$ cat src/rtl/mem_write_arbiter.sv
// Two-requester write arbiter: per-requester FIFOs drained round-robin into one memory write port.
// Entries aimed outside the memory or at the read-only sensor word are dropped, flagged and counted.
module mem_write_arbiter #(
  parameter int unsigned MEM_DEPTH  = 1024,
  parameter int unsigned RO_ADDR    = 1001,
  parameter int unsigned FIFO_DEPTH = 2
) (
  input  logic        clk,
  input  logic        rst,
  input  logic        req0_valid,
  output logic        req0_ready,
  input  logic [31:0] req0_addr,
  input  logic [31:0] req0_data,
  input  logic        req1_valid,
  output logic        req1_ready,
  input  logic [31:0] req1_addr,
  input  logic [31:0] req1_data,
  output logic        mem_write_enable,
  output logic [31:0] write_addr,
  output logic [31:0] write_data,
  output logic        busy,
  output logic        err_pulse,
  output logic        err_src,
  output logic [7:0]  drop_count
);
  localparam int unsigned PW = $clog2(FIFO_DEPTH);

  logic [63:0] fifo_mem [2][FIFO_DEPTH];
  logic [PW:0] wr_ptr [2];
  logic [PW:0] rd_ptr [2];
  logic [63:0] entry_in [2];
  logic [1:0]  valid_in;
  logic [1:0]  empty;
  logic [1:0]  full;
  logic [1:0]  push;
  logic [1:0]  grant;
  logic        last_grant;
  logic        winner;
  logic        any_grant;
  logic        legal;
  logic [63:0] head;

  assign entry_in[0] = {req0_addr, req0_data};
  assign entry_in[1] = {req1_addr, req1_data};
  assign valid_in    = {req1_valid, req0_valid};

  // Pointers carry one extra wrap bit so full and empty are distinguishable.
  always_comb begin
    empty = '0;
    full  = '0;
    for (int i = 0; i < 2; i++) begin
      empty[i] = (wr_ptr[i] == rd_ptr[i]);
      full[i]  = (wr_ptr[i][PW] != rd_ptr[i][PW]) &&
                 (wr_ptr[i][PW-1:0] == rd_ptr[i][PW-1:0]);
    end
  end

  assign push       = valid_in & ~full;
  assign req0_ready = !full[0];
  assign req1_ready = !full[1];

  // On a tie the requester that was not granted last wins.
  assign grant[0]  = !empty[0] && (empty[1] || last_grant);
  assign grant[1]  = !empty[1] && (empty[0] || !last_grant);
  assign any_grant = |grant;
  assign winner    = grant[1];
  assign head      = fifo_mem[winner][rd_ptr[winner][PW-1:0]];
  assign legal     = (head[63:32] < 32'(MEM_DEPTH)) && (head[63:32] != 32'(RO_ADDR));

  assign busy = (|(~empty)) || mem_write_enable;

  always_ff @(posedge clk) begin
    for (int i = 0; i < 2; i++) begin
      if (push[i]) fifo_mem[i][wr_ptr[i][PW-1:0]] <= entry_in[i];
    end
  end

  always_ff @(posedge clk or posedge rst) begin
    if (rst) begin
      for (int i = 0; i < 2; i++) begin
        wr_ptr[i] <= '0;
        rd_ptr[i] <= '0;
      end
      last_grant <= 1'b1;
    end else begin
      for (int i = 0; i < 2; i++) begin
        if (push[i])  wr_ptr[i] <= wr_ptr[i] + (PW+1)'(1);
        if (grant[i]) rd_ptr[i] <= rd_ptr[i] + (PW+1)'(1);
      end
      if (any_grant) last_grant <= winner;
    end
  end

  // Illegal entries still consume their grant slot but never reach the memory.
  always_ff @(posedge clk or posedge rst) begin
    if (rst) begin
      mem_write_enable <= 1'b0;
      write_addr       <= '0;
      write_data       <= '0;
      err_pulse        <= 1'b0;
      err_src          <= 1'b0;
      drop_count       <= '0;
    end else begin
      mem_write_enable <= any_grant && legal;
      err_pulse        <= any_grant && !legal;
      if (any_grant && legal) begin
        write_addr <= head[63:32];
        write_data <= head[31:0];
      end
      if (any_grant && !legal) begin
        err_src <= winner;
        if (drop_count != 8'hFF) drop_count <= drop_count + 8'd1;
      end
    end
  end
endmodule

$ cat config.mk
export PLATFORM = sky130hd
export DESIGN_NAME = mem_write_arbiter
export DESIGN_NICKNAME = d
export VERILOG_FILES = /design/src/rtl/mem_write_arbiter.sv
export SDC_FILE = /design/constraint.sdc
export NUM_CORES = 1
export LEC_CHECK = 0
export ABC_AREA = 1
export BUFFER_PORTS_ARGS = -buffer_cell sky130_fd_sc_hd__buf_2
export CAP_MARGIN = 5
export CORE_MARGIN = 8
export CORE_UTILIZATION = 55
export CTS_BUF_LIST = sky130_fd_sc_hd__clkbuf_8
export CTS_CLUSTER_DIAMETER = 50
export DETAILED_ROUTE_END_ITERATION = 10
export HOLD_SLACK_MARGIN = 0.12
export PLACE_DENSITY = 0.86
export SLEW_MARGIN = 20
export SYNTH_ARGS = -nofsm -noshare
export SYNTH_HDL_FRONTEND = slang
export SYNTH_SLANG_ARGS = --single-unit
export TNS_END_PERCENT = 10
$ cat constraint.sdc
create_clock -name clk -period 5.2 [get_ports clk]
set_input_delay 0.52 -clock clk [delete_from_list [all_inputs] [get_ports clk]]
set_output_delay 0.52 -clock clk [all_outputs]
set_load 0.02 [all_outputs]
==> impl_metrics.env <==
export IMPL_status="complete, no violations"
export IMPL_synth_area_leader_cell="edfxtp_1"
export IMPL_yosysTopAreaCellShare_pct=56.9
export IMPL_yosys_most_used_dff="edfxtp_1"
export IMPL_syn_inst=1153
export IMPL_critPathKind="register to register"
export IMPL_period_minus_slack_ns=4.34
export IMPL_worst_slew_pin_transition_ns=1.10
export IMPL_hold_violations=0
export IMPL_placementRows=57
export IMPL_synth_top_cells_by_count="nand2_1, edfxtp_1, nor2_1"
export IMPL_yosysSeqAreaShare_pct=72.4
export IMPL_drc=0
export IMPL_cts_tree="done"
export IMPL_grt_total_usage_pct=22.7
export IMPL_fill_cells=1692
export IMPL_placed_cell_area_um2=14800
export IMPL_period_share_pct=83.5
export IMPL_synth_compound_area_share_pct=3.96
export IMPL_clk_latency_ns=0.58
export IMPL_cp_common_cell="nand2_1"
export IMPL_routedWlPerCell_um=18.8
export IMPL_ys_ff_latch=340
export IMPL_instances_no_fill=1843
export IMPL_rr_worst_depth=18
export IMPL_p_sw_mw=4.34
export IMPL_cts_buffer_depth=3
export IMPL_p_sw_share_pct=41.6
export IMPL_p_leak_nw=7.59
export IMPL_drive_above_1_share_pct=22.5
export IMPL_synthMuxAreaShare_pct=0
export IMPL_h_tree_depth=2
export IMPL_core_um2=24200
export IMPL_cap_viol_max_count=0
export IMPL_ff_latch_area_um2=9790
export IMPL_fin_tns_setup_ns=0
export IMPL_fmax_mhz=230
export IMPL_detail_route_first_pass_iterations=5
export IMPL_vias=9825
export IMPL_rr_startpoint="wr_ptr[2]"
export IMPL_postCtsSetupRepairBufs=0
export IMPL_crit_chain="inv_1 -> nand2_1 -> nand2_1 -> nand2_2 -> nand2_2 -> nand2_4 -> inv_2 -> nand2_1 -> nand2_1 -> nand2_1 -> nand2_1 -> nand2_1 -> nor2_1 -> nand3_1 -> nand4_4 -> buf_4 -> nand2_1 -> nand2_1"
export IMPL_dp_hpwl_um=19100
export IMPL_timing_rr_end="write_data[21]"
export IMPL_synth_fa_ha_area_share_pct=0.0925
export IMPL_path_max_fanout=69
export IMPL_rsz0062_at_grt="no"
export IMPL_place_congestion=0.822
export IMPL_combPwrFrac_pct=42.0
export IMPL_critPathArrivalTime_ns=4.84
export IMPL_clkPwrFrac_pct=20.2
export IMPL_maxSlewViolCount=0
export IMPL_fin_ws_ns=0.855
export IMPL_via_per_inst=5.33
export IMPL_powerDensity_nw_per_um2=621
export IMPL_critPathMaxStageDelay_ns=0.72
export IMPL_cts_buffers=54
export IMPL_final_antenna_net_count=0
export IMPL_fin_nets=1600
export IMPL_peakVddDrop_mv=0.450
export IMPL_dp_slack_ns=0.909
export IMPL_synth_top_family_by_area="simple AND/OR/NAND/NOR gates"
export IMPL_seq_power_share_pct=37.7
export IMPL_syn_area_um2=13500
export IMPL_drt_initial_drc_count=993
export IMPL_multi_input_comb_area_um2=3250
export IMPL_clk_pin_slew_worst_paths_ns=0.06
export IMPL_synth_area_leaders="edfxtp_1, dfrtp_1, nand2_1, nor2_1, o211ai_1"
export IMPL_grt_pass1_wl_um=54000
export IMPL_hold_ws_ns=0.0870
export IMPL_fin_skew_ns=0.0427
export IMPL_yosysMostFrequentCell="nand2_1"
export IMPL_fin_util_pct=69.2
export IMPL_dieArea_um2=29900
export IMPL_grt_overflow=0
export IMPL_slew_headroom_pct=26.5
export IMPL_synth_edff_count=256
export IMPL_synthSimpleGateAreaFrac_pct=18.9
export IMPL_grt_pass1_vias=10100
export IMPL_min_path_type="input port to asynchronous set/reset pin"
export IMPL_synth_avg_cell_area_um2=11.7
export IMPL_antenna_found_initial=6
export IMPL_syn_to_final_growth_pct=24.1
export IMPL_initial_core_util_pct=55.8
export IMPL_clock_root_buffer="clkbuf_8"
export IMPL_synth_xor_area_share_pct=0.777
export IMPL_die_width_um=173
export IMPL_io_pins=210
export IMPL_async_flop_share_pct=24.7
export IMPL_syn_nets=1286
export IMPL_wl_um=34600
export IMPL_die_y_um=173
export IMPL_final_cell_area_um2=16800
export IMPL_rrSetupSlack_ns=0.86
export IMPL_power_internal_mw=6.08
export IMPL_port_buffers=209
export IMPL_endpoint_kind="register"
export IMPL_clock_sinks=340
export IMPL_cp_slowest_cell="inv_2"
export IMPL_grt_start_max_net_pins=106
export IMPL_cp_required_ns=5.70
export IMPL_yosysWarnings=0
export IMPL_yosysUniqueCellTypes=29
export IMPL_dp_cells=1638
export IMPL_start_kind="register"
export IMPL_setup_viol=0
export IMPL_total_power_mw=10.4
==> worst max path at each step <==
| stage | startpoint | end | cells after the start |
|---|---|---|---|
| after detailed placement | wr_ptr[2] | write_addr[1] | 17 |
| after CTS | wr_ptr[2] | write_addr[1] | 17 |
| after floorplan | wr_ptr[1] | fifo_mem[1][0] | 5 |
| after global routing | wr_ptr[2] | write_data[22] | 18 |
| after global placement | wr_ptr[2] | write_addr[5] | 17 |
| final | wr_ptr[2] | write_data[21] | 18 |
==> per-layer routing <==
metal  track usage (%)  share of wire, %  vias up  routed length, µm
met4              14.4               5.5        0               1910
met5                 0                 0        -                  0
met1              26.3                38     4681              13100
met3              4.38               6.7      122               2330
li1                  -                 -     4524                  -
met2              38.4                50      498              17300
==> kinds of logic (layout without fill, tap and decap cells) <==
logic type,after synthesis,count (layout)
AO/OA/AOI/OAI,75,75
XOR/XNOR,12,12
adder cells (fa/ha/maj),1,1
buffers and inverters,113,473
flip-flops,340,340
other,0,6
AND/OR/NAND/NOR,612,612
==> worst max-delay path, delay by kind of cell, from the launching register on <==
family	cells	cell delay [ns]
buffers and inverters	3	1.46
DFF	1	0.43
and+or+nand+nor	15	2.36
==> sequential cells by signal (all words and copies together), names as in the netlist <==
name              flops
fifo_mem            256
write_addr           32
write_data           32
drop_count            8
rd_ptr                4
wr_ptr                4
err_pulse             1
err_src               1
last_grant            1
mem_write_enable      1
==> placed cells by master, fill, tap and decap left out <==
| cell | synthesis | final |
|---|---|---|
| inv_2 | 3 | 3 |
| clkinv_1 | 0 | 10 |
| dfrtp_1 | 83 | 83 |
| a21oi_1 | 3 | 3 |
| clkbuf_8 | 0 | 60 |
| xor2_1 | 6 | 6 |
| nand3b_1 | 18 | 18 |
| clkinvlp_4 | 0 | 3 |
| dlygate4sd3_1 | 0 | 97 |
| nand2_1 | 422 | 422 |
| nand2_4 | 1 | 2 |
| xnor2_1 | 6 | 6 |
| nand4_1 | 9 | 9 |
| or2_2 | 33 | 33 |
| inv_1 | 54 | 75 |
| ha_1 | 1 | 1 |
| diode_2 | 0 | 6 |
| nand3_1 | 32 | 32 |
| inv_6 | 0 | 2 |
| nand2_2 | 5 | 4 |
| buf_2 | 19 | 209 |
| nand4_4 | 0 | 1 |
| nor2_1 | 87 | 83 |
| o31ai_1 | 32 | 32 |
| edfxtp_1 | 256 | 256 |
| buf_4 | 5 | 7 |
| dfstp_2 | 1 | 1 |
| o211ai_1 | 32 | 32 |
| nand3b_2 | 1 | 1 |
| nand3_2 | 1 | 1 |
| clkinv_2 | 0 | 5 |
| clkinv_4 | 0 | 1 |
| o21ai_0 | 8 | 8 |
| buf_12 | 0 | 1 |
| nor2_4 | 0 | 4 |
| nor2_2 | 2 | 2 |
==> cell type report <==
type | instances | share of cell area [%]
flip-flops and latches | 340 | 58.3
multi-input cells | 700 | 19.4
repair buffers | 314 | 12.4
clock buffers | 60 | 4.92
well taps | 324 | 2.42
inverters | 57 | 1.30
clock inverters | 42 | 1.10
diodes | 6 | 0.0895
==> repair_timing <==
action / 4_1_cts / 5_1_grt
hold buffers: 97 / 0
hold endpoints to repair: 190 / 0
setup endpoints to repair: 0 / 0
resized for setup: 0 / 0
==> power by group through the flow <==
| stage | registers, mW | logic [mW] | clock network, mW |
|---|---|---|---|
| after floorplan | 3.99 | 3.28 | 0 |
| after global placement | 3.93 | 4.07 | 0 |
| after detailed placement | 3.96 | 4.22 | 0 |
| after CTS | 3.91 | 4.31 | 2.13 |
| after global routing | 3.98 | 4.87 | 2.27 |
| final | 3.93 | 4.38 | 2.11 |
Power figures use the tool's default switching activity.
